<file path="src/rtl/bcd2bin_serial.sv">
// Serial packed-BCD to binary converter (reverse double-dabble), one shift/correct
// step per enabled clock, with start/busy/done handshake and clock-enable stall.
module bcd2bin_serial #(
    parameter int DIGITS = 4
) (
    input  logic                  clk,
    input  logic                  rst_n,
    input  logic                  CE,
    input  logic                  start,
    input  logic [4*DIGITS-1:0]   bcd_in,
    output logic                  busy,
    output logic                  done,
    output logic [4*DIGITS-1:0]   bin_out,
    output logic                  err
);
    localparam int N  = 4*DIGITS;
    localparam int CW = (N > 1) ? $clog2(N) : 1;

    typedef enum logic [1:0] {IDLE, SHIFT, DONE} state_t;

    state_t         state, state_nx;
    logic [N-1:0]   b_r, s_r;
    logic [N-1:0]   b_sh, s_sh, b_fix;
    logic [CW-1:0]  cnt;
    logic           err_r;
    logic           bad;
    logic           last;

    always_comb begin
        bad = 1'b0;
        for (int i = 0; i < DIGITS; i++)
            if (bcd_in[4*i +: 4] > 4'd9) bad = 1'b1;
    end

    // {B,S} >> 1 with a zero entering the top of B
    assign b_sh = {1'b0, b_r[N-1:1]};
    assign s_sh = {b_r[0], s_r[N-1:1]};

    always_comb begin
        b_fix = b_sh;
        for (int i = 0; i < DIGITS; i++)
            if (b_sh[4*i +: 4] >= 4'd8) b_fix[4*i +: 4] = b_sh[4*i +: 4] - 4'd3;
    end

    assign last = (cnt == CW'(N-1));

    always_ff @(posedge clk or negedge rst_n) begin
        if (!rst_n)  state <= IDLE;
        else if (CE) state <= state_nx;
    end

    always_comb begin
        state_nx = state;
        case (state)
            IDLE:    if (start) state_nx = bad ? DONE : SHIFT;
            SHIFT:   if (last)  state_nx = DONE;
            DONE:    state_nx = IDLE;
            default: state_nx = IDLE;
        endcase
    end

    // Results are loaded on entry to DONE so they are already valid while done is high.
    always_ff @(posedge clk or negedge rst_n) begin
        if (!rst_n) begin
            b_r     <= '0;
            s_r     <= '0;
            cnt     <= '0;
            err_r   <= 1'b0;
            bin_out <= '0;
            err     <= 1'b0;
        end else if (CE) begin
            case (state)
                IDLE: if (start) begin
                    if (bad) begin
                        err_r   <= 1'b1;
                        bin_out <= '0;
                        err     <= 1'b1;
                    end else begin
                        b_r <= bcd_in;
                        s_r <= '0;
                        cnt <= '0;
                    end
                end
                SHIFT: begin
                    b_r <= b_fix;
                    s_r <= s_sh;
                    cnt <= cnt + 1'b1;
                    if (last) begin
                        bin_out <= err_r ? '0 : s_sh;
                        err     <= err_r;
                    end
                end
                DONE:    err_r <= 1'b0;
                default: ;
            endcase
        end
    end

    assign busy = (state == SHIFT);
    assign done = (state == DONE);

endmodule

</file>
<file path="config.mk">
export PLATFORM = sky130hd
export DESIGN_NAME = bcd2bin_serial
export DESIGN_NICKNAME = d
export VERILOG_FILES = /design/src/rtl/bcd2bin_serial.sv
export SDC_FILE = /design/constraint.sdc
export NUM_CORES = 1
export LEC_CHECK = 0
export ABC_AREA = 1
export CAP_MARGIN = 20
export CORE_ASPECT_RATIO = 1.5
export CORE_MARGIN = 10
export CORE_UTILIZATION = 25
export CTS_CLUSTER_DIAMETER = 100
export DETAILED_ROUTE_END_ITERATION = 7
export PLACE_DENSITY = 0.43
export SLEW_MARGIN = 20
export SYNTH_ARGS = -nofsm -noshare
export SYNTH_HDL_FRONTEND = slang
export SYNTH_SLANG_ARGS = --single-unit
</file>
<file path="constraint.sdc">
create_clock -name clk -period 1.25 [get_ports clk]
set_input_delay 0.25 -clock clk [delete_from_list [all_inputs] [get_ports clk]]
set_output_delay 0.25 -clock clk [all_outputs]
set_load 0.05 [all_outputs]
</file>
==> results.ini, run 1 <==
[clocking]
cts_made_buffers=5
clk_latency_ps=300
numClockSinks=55
root_buffer=clkbuf_16
clockBufferDepth=2
h-tree-depth=2
cts_tree=done
path_clk_slew_ps=70

[placed_design]
dpl_worst_slack_ps=-672
place_congestion=0.748
port_buffers=38
dp_hpwl_um=5500

[timing]
max_freq_mhz=674
slew_headroom=0.789
finClkSkew_ps=9.78
tightestPinTransition_ps=316
finalCriticalPeriod_ps=1480
worst_slack_ps=-235
min_period_over_period=1.19
grt_setup_unrepaired=yes
whs_ps=477
finalHoldViolCount=0
final-setup-viol-count=57
slew_viol_final=0

[route]
first_iter_violations=107
wl_met1_um=3390
dr.pass1.iters=4
routed.top_layer=met4
route.detailed.drc=0
wl_met2_um=4460
met3_length_um=282
wire_per_inst_um=13.9
routed_wl_um=8350
num_vias=2721
avgViaCountPerCell=4.53
drtAntennaViolNets=0

[critical_path]
critPathArrivalTime_ps=1230
cp_common_cell=buf_12
rrSetupSlack_ps=-220
worstReg2RegStart=state[0]
setup.worst_path.end_class=primary output
cp.buffers_inverters=3
r2r_cells=10
startpoint_type=flip-flop
path_max_fanout=3
cpPeakStageDelay_ps=420
path_delay_family=flip-flops
worstPathRequired_ps=1000
crit_type=flip-flop to primary output
timing.rr.end=bin_out[7]
path_cells=inv_2, nor2_4, buf_12, buf_12
slowest_stage=dfrtp_1

[die]
rows=47
initial_core_util=0.255
fp.dieArea_um2=16000
fp.dieW_um=107
coreArea_um2=11100
chipHeight_um=150
io_pins=39

[power]
switching_share=0.386
ir_worst_vdd_v=0.000752
leakage_nw=2.25
seqPwrFrac=0.368
p_per_area_nw_per_um2=1550
share_comb_of_total_power=0.431
finalPower_mw=7.01
p_int_mw=4.30
power_switching_mw=2.71
power_frac_clock=0.200

[logic_synthesis]
synth_seq_cells=55
synth_area_leader_cell=dfrtp_1
synth_cells=363
syn_nets=390
synth.top_cell.area_share=0.487
ys_warn_count=0
synth.distinct_cells=23
synthTopCellsByArea=dfrtp_1 49%, nand2_1 16%, nand3_1 11%, nand4_1 4.0%, ha_1 3.1%
synth.avg_cell_area_um2=7.78
ys_seq_area_frac=0.487
syn_area_um2=2820

[layout]
syn_to_final_growth_pct=59.8
drive_gt1_frac=0.326
antenna_cells=0
layout_common_cells=109 x nand2_1, 54 x dfrtp_1, 43 x nand3_1, 40 x buf_4, 29 x buf_12
final_common_cell=nand2_1
nets=480

[global_routing]
antenna_found_initial=0
grt_first_pass_wirelength_um=13700
grt_overflow=0
grt.total_usage=0.105
grt_max_degree=56
grt_pass1_vias=2713

[run_status]
violations=negative setup slack
status=finished, violations left

[min_path]
min-delay-path-class=input port to asynchronous set/reset pin

[flow_run]
drv_cap=0

-- worst min-delay path, delay by kind of cell --
kind	cells	cell delay, ps
buf+inv	3	910
-- state kept, by name, summed over array words and instances, names as in the netlist --
signal and flops:
b_r 16, bin_out 16, cnt 4, err 1
err_r 1, s_r 15, state 2
-- worst max path at each step --
stage                         from           to  slack [ps]  depth (start not counted)
after floorplan             cnt[0]   bin_out[0]        -110                          9
after global placement          CE  bin_out[11]        -650                          8
after detailed placement        CE   bin_out[3]        -670                          8
after CTS                 state[1]         done        -190                          4
after global routing      state[0]   bin_out[1]        -280                         10
final                     state[0]         busy        -230                          4
-- synthesized netlist by cell type (all sizes together) --
| cell | number |
|---|---|
| clkinv | 1 |
| o21ai | 19 |
| nand3 | 64 |
| nand2 | 123 |
| nor3b | 1 |
| dfrtp | 55 |
| o22ai | 1 |
| buf | 14 |
| inv | 26 |
| ha | 7 |
| xor2 | 1 |
| nor2 | 27 |
| clkbuf | 4 |
| a21oi | 1 |
| or2 | 1 |
| nand4 | 18 |
-- routing by layer --
metal  GRT usage  up-vias
met5           0        -
met4      0.0455        0
met3      0.0197        9
met2       0.188       45
met1       0.117     1302
li1            -     1365
-- repair_timing --
action	CTS	global route
endpoints found under the hold margin	55	0
gates cloned	3	1
buffers inserted	14	4
hold buffers	1	0
gates resized for setup	37	47
pin swaps	12	24
setup endpoints to repair	57	57
-- area by class of cell --
| cell class | instances | area (µm²) |
|---|---|---|
| clock inverters | 2 | 12.5 |
| well taps | 147 | 184 |
| repair buffers | 98 | 1190 |
| flip-flops and latches | 55 | 1380 |
| clock buffers | 6 | 129 |
| multi-input cells | 266 | 1500 |
| inverters | 27 | 116 |
| fillers | 1168 | 6540 |
-- stage by stage --
step                std cells  TNS [ps]  area (µm²)   util
floorplan                 363     -2830        2840      -
global placement          571    -28710        3880  0.351
detailed placement        571    -29320        3880  0.351
CTS                       597     -8700        4290  0.388
global route              601    -14470        4510  0.408
finish                    601    -10430        4510  0.408
-- logic make-up (layout without fill, tap and decap cells) --
kind of cell / Yosys count / after routing / share of synthesized area
fa+ha+maj: 7 / 7 / 0.0310
buf+inv: 45 / 133 / 0.0682
simple gates: 234 / 237 / 0.373
flops: 55 / 55 / 0.487
xor+xnor: 1 / 1 / 0.00310
compound gates: 21 / 21 / 0.0377
-- power by group through the flow --
stage | Clock (mW) | Sequential (mW) | Combinational (mW)
2_1_floorplan | 0 | 2.56 | 1.35
3_3_place_gp | 0 | 2.55 | 2.37
4_1_cts | 1.45 | 2.54 | 2.80
6_report | 1.41 | 2.58 | 3.02
3_5_place_dp | 0 | 2.56 | 2.42
5_1_grt | 1.50 | 2.63 | 3.33
Note: power is estimated with default switching activity, not from simulation.
==> run 2: changes to the inputs <==
--- a/config.mk
+++ b/config.mk
@@ -8,7 +8,7 @@
 export ABC_AREA = 1
 export CAP_MARGIN = 20
 export CORE_ASPECT_RATIO = 1.5
-export CORE_MARGIN = 10
+export CORE_MARGIN = 1
 export CORE_UTILIZATION = 25
 export CTS_CLUSTER_DIAMETER = 100
 export DETAILED_ROUTE_END_ITERATION = 7
==> results.ini, run 2 (synthesized netlist as in run 1, its figures left out) <==
[run_status]
status=finished, violations left  ; unchanged
violations=negative setup slack  ; unchanged

[global_routing]
grt_first_pass_wirelength_um=12900  ; was 13,700 µm
grt_pass1_vias=2643  ; was 2,713
grt.total_usage=0.142  ; was 0.105
antenna_found_initial=0  ; unchanged
grt_overflow=0  ; unchanged
grt_max_degree=56  ; unchanged

[clocking]
clk_latency_ps=300  ; about the same
h-tree-depth=2  ; unchanged
cts_made_buffers=5  ; unchanged
numClockSinks=55  ; unchanged
root_buffer=clkbuf_16  ; unchanged
cts_tree=done  ; unchanged
clockBufferDepth=2  ; unchanged
path_clk_slew_ps=70  ; about the same

[critical_path]
worstPathRequired_ps=1440  ; was 1000 ps
path_cells=inv_2, nand2_4, nor2_4, nor2_4, nand2_2, nor2_4, buf_12, nand2_8, nand2_2, nand2_1  ; was inv_2, nor2_4, buf_12, buf_12
rrSetupSlack_ps=-210  ; was -220 ps
timing.rr.end=bin_out[11]  ; was bin_out[7]
critPathArrivalTime_ps=1650  ; was 1230 ps
crit_start=state[1]  ; was state[0]
startpoint_type=flip-flop  ; unchanged
cpPeakStageDelay_ps=430  ; was 420 ps
cp.buffers_inverters=2  ; was 3
worstReg2RegStart=state[1]  ; was state[0]
slowest_stage=dfrtp_2  ; was dfrtp_1
crit_type=flip-flop to flip-flop  ; was flip-flop to primary output
setup.worst_path.end_class=flip-flop  ; was primary output
path_depth=10  ; was 4
path_delay_family=simple AND/OR/NAND/NOR gates  ; was flip-flops
r2r_cells=10  ; unchanged
path_max_fanout=5  ; was 3
endpoint=bin_out[11]  ; was busy
cp_common_cell=nor2_4  ; was buf_12

[layout]
final_area_um2=4270  ; was 4510 µm²
nets=465  ; was 480
fill_cells=1165  ; was 1,168
layout_common_cells=109 x nand2_1, 62 x nand3_1, 54 x dfrtp_1, 31 x buf_4, 28 x buf_12  ; was 109 x nand2_1, 54 x dfrtp_1, 43 x nand3_1, 40 x buf_4, 29 x buf_12
multi_input_area_um2=1400  ; was 1500 µm²
syn_to_final_growth_pct=51.3  ; was 59.8%
drive_gt1_frac=0.251  ; was 0.326
final_util=0.388  ; was 0.408
register_area_um2=1380  ; unchanged
final_common_cell=nand2_1  ; unchanged
antenna_cells=0  ; unchanged
fin_cells=586  ; was 601
reg.largest.list=b_r x16, bin_out x16, s_r x15  ; unchanged

[timing]
finalHoldViolCount=0  ; unchanged
slew_headroom=0.793  ; was 0.789
finClkSkew_ps=4.94  ; was 9.78 ps
final-setup-viol-count=57  ; unchanged
tightestPinTransition_ps=310  ; was 316 ps
finalCriticalPeriod_ps=1460  ; was 1480 ps
grt_setup_unrepaired=yes  ; unchanged
whs_ps=452  ; was 477 ps
max_freq_mhz=684  ; was 674 MHz
tns_ps=-8300  ; was -10,430 ps
worst_slack_ps=-213  ; was -235 ps
min_period_over_period=1.17  ; was 1.19
slew_viol_final=0  ; unchanged

[route]
wire_per_inst_um=13.3  ; was 13.9 µm
avgViaCountPerCell=4.55  ; was 4.53
first_iter_violations=97  ; was 107
dr.pass1.iters=4  ; unchanged
route.detailed.drc=0  ; unchanged
num_vias=2664  ; was 2,721
drtAntennaViolNets=0  ; unchanged
routed_wl_um=7800  ; was 8350 µm

[die]
initial_core_util=0.257  ; was 0.255
fp.dieW_um=88.8  ; was 107 µm
chipHeight_um=132  ; was 150 µm
coreArea_um2=11000  ; was 11,100 µm²
fp.dieArea_um2=11700  ; was 16,000 µm²
io_pins=39  ; unchanged
rows=47  ; unchanged

[placed_design]
placed_area_um2=3850  ; was 3880 µm²
placed_cells=566  ; was 571
dp_hpwl_um=5090  ; was 5500 µm
port_buffers=38  ; unchanged
dpl_worst_slack_ps=-559  ; was -672 ps
place_congestion=0.749  ; was 0.748

[power]
finalPower_mw=6.98  ; was 7.01 mW
p_per_area_nw_per_um2=1640  ; was 1550 nW/µm²
ir_worst_vdd_v=0.000561  ; was 0.000752 V
leakage_nw=2.13  ; was 2.25 nW

[flow_run]
drv_cap=0  ; unchanged

[min_path]
min-delay-path-class=input port to flip-flop  ; was input port to asynchronous set/reset pin
whs_path_depth=5

## run 2: cell type report
class                      instances  area share
sequential                        55       0.322
multi-input combinational        266       0.328
timing repair buffer              83       0.241
inverter                          27      0.0237
clock buffer                       6      0.0325
clock inverter                     2     0.00908
tap                              147      0.0431
## run 2: where the power goes
part / total (mW) / switching [mW] / internal [mW]
logic: 2.76 / 1.56 / 1.20
clock network: 1.68 / 0.667 / 1.01
registers: 2.55 / 0.380 / 2.17
## run 2: worst min path at each step
stage,slack [ps],from,endpoint
floorplan,-50,rst_n,b_r[0]
global placement,280,rst_n,bin_out[1]
detailed placement,280,rst_n,bin_out[1]
CTS,450,bcd_in[14],b_r[14]
global route,480,bcd_in[14],b_r[14]
finish,450,bcd_in[14],b_r[14]
## run 2: routing by layer
metal	vias up	share of wire	routed length [µm]	global-route usage
met5	-	0	0	0
met4	0	0.021	160	0.0582
met3	8	0.032	250	0.0244
met2	61	0.53	4140	0.248
met1	1262	0.42	3260	0.168
li1	1333	-	-	-
## run 2: timing repair
item,CTS,global route
hold endpoints to repair,55,0
pin swaps,2,11
setup buffers,2,7
gates cloned,0,3
resized for setup,15,20
hold buffers,1,0
setup endpoints to repair,57,57
## run 2: tightest hold or removal path, cell delays in order
cell and delay, ps:
dlygate4sd2_1 230, nand2_1 60, nand2_1 50, nand3_1 70
nand2_1 50
==> run 3: changes to the inputs <==
--- a/config.mk
+++ b/config.mk
@@ -8,11 +8,10 @@
 export ABC_AREA = 1
 export CAP_MARGIN = 20
 export CORE_ASPECT_RATIO = 1.5
-export CORE_MARGIN = 1
-export CORE_UTILIZATION = 25
+export CORE_UTILIZATION = 59
 export CTS_CLUSTER_DIAMETER = 100
 export DETAILED_ROUTE_END_ITERATION = 7
-export PLACE_DENSITY = 0.43
+export PLACE_DENSITY = 0.84
 export SLEW_MARGIN = 20
 export SYNTH_ARGS = -nofsm -noshare
 export SYNTH_HDL_FRONTEND = slang
==> constraint.sdc (replaced) <==
create_clock -name clk -period 1.85 [get_ports clk]
set_input_delay 0.37 -clock clk [delete_from_list [all_inputs] [get_ports clk]]
set_output_delay 0.37 -clock clk [all_outputs]
set_load 0.05 [all_outputs]
==> results.ini, run 3 (synthesized netlist as in run 1, its figures left out) <==
[layout]
syn_to_final_growth_pct=21.5  ; was 51.3%
layout_common_cells=119 x nand2_1, 62 x nand3_1, 55 x dfrtp_1, 23 x buf_4, 22 x nor2_1  ; was 109 x nand2_1, 62 x nand3_1, 54 x dfrtp_1, 31 x buf_4, 28 x buf_12
antenna_cells=0  ; unchanged
fin_cells=467  ; was 586
final_util=0.756  ; was 0.388
drive_gt1_frac=0.129  ; was 0.251
reg.largest.list=b_r x16, bin_out x16, s_r x15  ; unchanged
final_common_cell=nand2_1  ; unchanged
final_area_um2=3430  ; was 4270 µm²
nets=429  ; was 465

[timing]
finalHoldViolCount=0  ; unchanged
max_freq_mhz=575
final-setup-viol-count=0  ; was 57
slew_viol_final=0  ; unchanged
worst_slack_ps=112  ; was -213 ps
finalCriticalPeriod_ps=1740
min_period_over_period=0.940
tightestPinTransition_ps=587  ; was 310 ps
grt_setup_unrepaired=no  ; was yes
finClkSkew_ps=11.8  ; was 4.94 ps
slew_headroom=0.608  ; was 0.793

[global_routing]
gr-usage-met2=0.487  ; was 0.248
grt_first_pass_wirelength_um=10200  ; was 12,900 µm
grt_max_degree=56  ; unchanged
grt_pass1_vias=2404  ; was 2,643
grt.total_usage=0.262  ; was 0.142
grt_overflow=0  ; unchanged
grt-busiest-layer=met2  ; unchanged
grt_use_met3=0.0403  ; was 0.0244
use_met1=0.299  ; was 0.168
antenna_found_initial=0  ; unchanged

[die]
fp.dieW_um=58.5  ; was 88.8 µm
rows=30  ; was 47
io_pins=39  ; unchanged
chipHeight_um=86.7  ; was 132 µm
fp.dieArea_um2=5070  ; was 11,700 µm²
coreArea_um2=4540  ; was 11,000 µm²
initial_core_util=0.622  ; was 0.257

[route]
drtAntennaViolNets=0  ; unchanged
wire_per_inst_um=13.0  ; was 13.3 µm
num_vias=2562  ; was 2,664
dr.pass1.iters=4  ; unchanged
routed_wl_um=6070  ; was 7800 µm
route.detailed.drc=0  ; unchanged
first_iter_violations=151  ; was 97
avgViaCountPerCell=5.49  ; was 4.55

[critical_path]
timing.rr.end=state[1]  ; was bin_out[11]
crit_type=flip-flop to primary output  ; was flip-flop to flip-flop
path_delay_family=flip-flops  ; was simple AND/OR/NAND/NOR gates
crit_start=state[1]  ; unchanged
path_cells=nor2_2, buf_6, buf_12  ; was inv_2, nand2_4, nor2_4, nor2_4, nand2_2, nor2_4, buf_12, nand2_8, nand2_2, nand2_1
setup.worst_path.end_class=primary output  ; was flip-flop
slowest_stage=dfrtp_1  ; was dfrtp_2
critPathArrivalTime_ps=1370  ; was 1650 ps
path_depth=3  ; was 10
endpoint=busy  ; was bin_out[11]
r2r_cells=7  ; was 10
startpoint_type=flip-flop  ; unchanged
cp.buffers_inverters=2  ; unchanged
cpPeakStageDelay_ps=440  ; was 430 ps
rrSetupSlack_ps=190  ; was -210 ps
path_max_fanout=23  ; was 5
worstReg2RegStart=state[1]  ; unchanged
worstPathRequired_ps=1480  ; was 1440 ps

[power]
leakage_nw=1.88  ; was 2.13 nW
ir_worst_vdd_v=0.000836  ; was 0.000561 V
p_per_area_nw_per_um2=1160  ; was 1640 nW/µm²

[clocking]
cts_made_buffers=5  ; unchanged
numClockSinks=55  ; unchanged
cts_tree=done  ; unchanged
clockBufferDepth=2  ; unchanged
h-tree-depth=2  ; unchanged
root_buffer=clkbuf_8  ; was clkbuf_16
path_clk_slew_ps=100  ; was 70 ps
clk_latency_ps=320  ; was 300 ps
cts_hold_buf=0  ; was 1

[flow_run]
drv_cap=0  ; unchanged

[min_path]
min-delay-path-class=input port to asynchronous set/reset pin  ; was input port to flip-flop

[placed_design]
dpl_worst_slack_ps=-77.2  ; was -559 ps
dp_hpwl_um=4190  ; was 5090 µm
placed_area_um2=3290  ; was 3850 µm²
port_buffers=38  ; unchanged
place_congestion=0.821  ; was 0.749
placed_cells=459  ; was 566

[run_status]
status=complete, no violations  ; was finished, violations left

run 3: changes by cell type in the layout (fill, tap and decap cells not counted), moves of 3 or more:
cell	change
clkbuf_8	+4
nor2_4	-4
buf_12	-24
buf_6	-3
dlymetal6s2s_1	+3
nor2_1	+4
nand2_1	+10
clkbuf_16	-5
buf_4	-8
nand2_2	-8
nand2_4	-3
run 3: per-stage QoR:
step | power (mW) | setup TNS, ps | hold WS [ps]
floorplan | 2.63 | 0 | 74.4
global placement | 3.00 | -1070 | 388
detailed placement | 3.05 | -1310 | 387
CTS | 3.98 | 0 | 43.0
global route | 4.21 | 0 | 44.0
finish | 3.97 | 0 | 23.8
run 3: timing repair:
action | 4_1_cts | 5_1_grt
gates resized for setup | 0 | 4
setup buffers | 0 | 0
setup endpoints to repair | 0 | 4
run 3: worst register-to-register path: cells and delay by family (launching register included):
kind	cells	cell delay, ps
flops	1	440
simple gates	4	630
buf+inv	1	240
compound gates	2	230
run 3: report_power, final:
| part | switching [mW] | leakage [nW] | internal (mW) |
|---|---|---|---|
| sequential | 0.250 | 0.737 | 1.46 |
| combinational | 0.861 | 1.07 | 0.471 |
| clock | 0.390 | 0.0654 | 0.541 |
| total | 1.50 | 1.88 | 2.47 |
run 3: routing by layer:
| metal | share of wire | vias to the layer above |
|---|---|---|
| met5 | 0 | - |
| met3 | 0.047 | 9 |
| met2 | 0.53 | 97 |
| li1 | - | 1258 |
| met1 | 0.41 | 1198 |
| met4 | 0.018 | 0 |
run 3: cell type report:
class | count | area [µm²]
Sequential cell | 55 | 1380
Timing Repair Buffer | 50 | 487
Tap cell | 64 | 80.1
Inverter | 27 | 101
Multi-Input combinational cell | 263 | 1250
Clock buffer | 6 | 72.6
Fill cell | 347 | 1110
Clock inverter | 2 | 60.1
run 3: worst min-delay path by stage:
stage,depth (start not counted),slack [ps],from,endpoint
after detailed placement,2,390,rst_n,bin_out[10]
final,2,20,rst_n,bin_out[11]
after global placement,2,390,rst_n,bin_out[9]
after CTS,2,40,rst_n,bin_out[10]
after global routing,2,40,rst_n,bin_out[12]
after floorplan,0,70,rst_n,b_r[0]
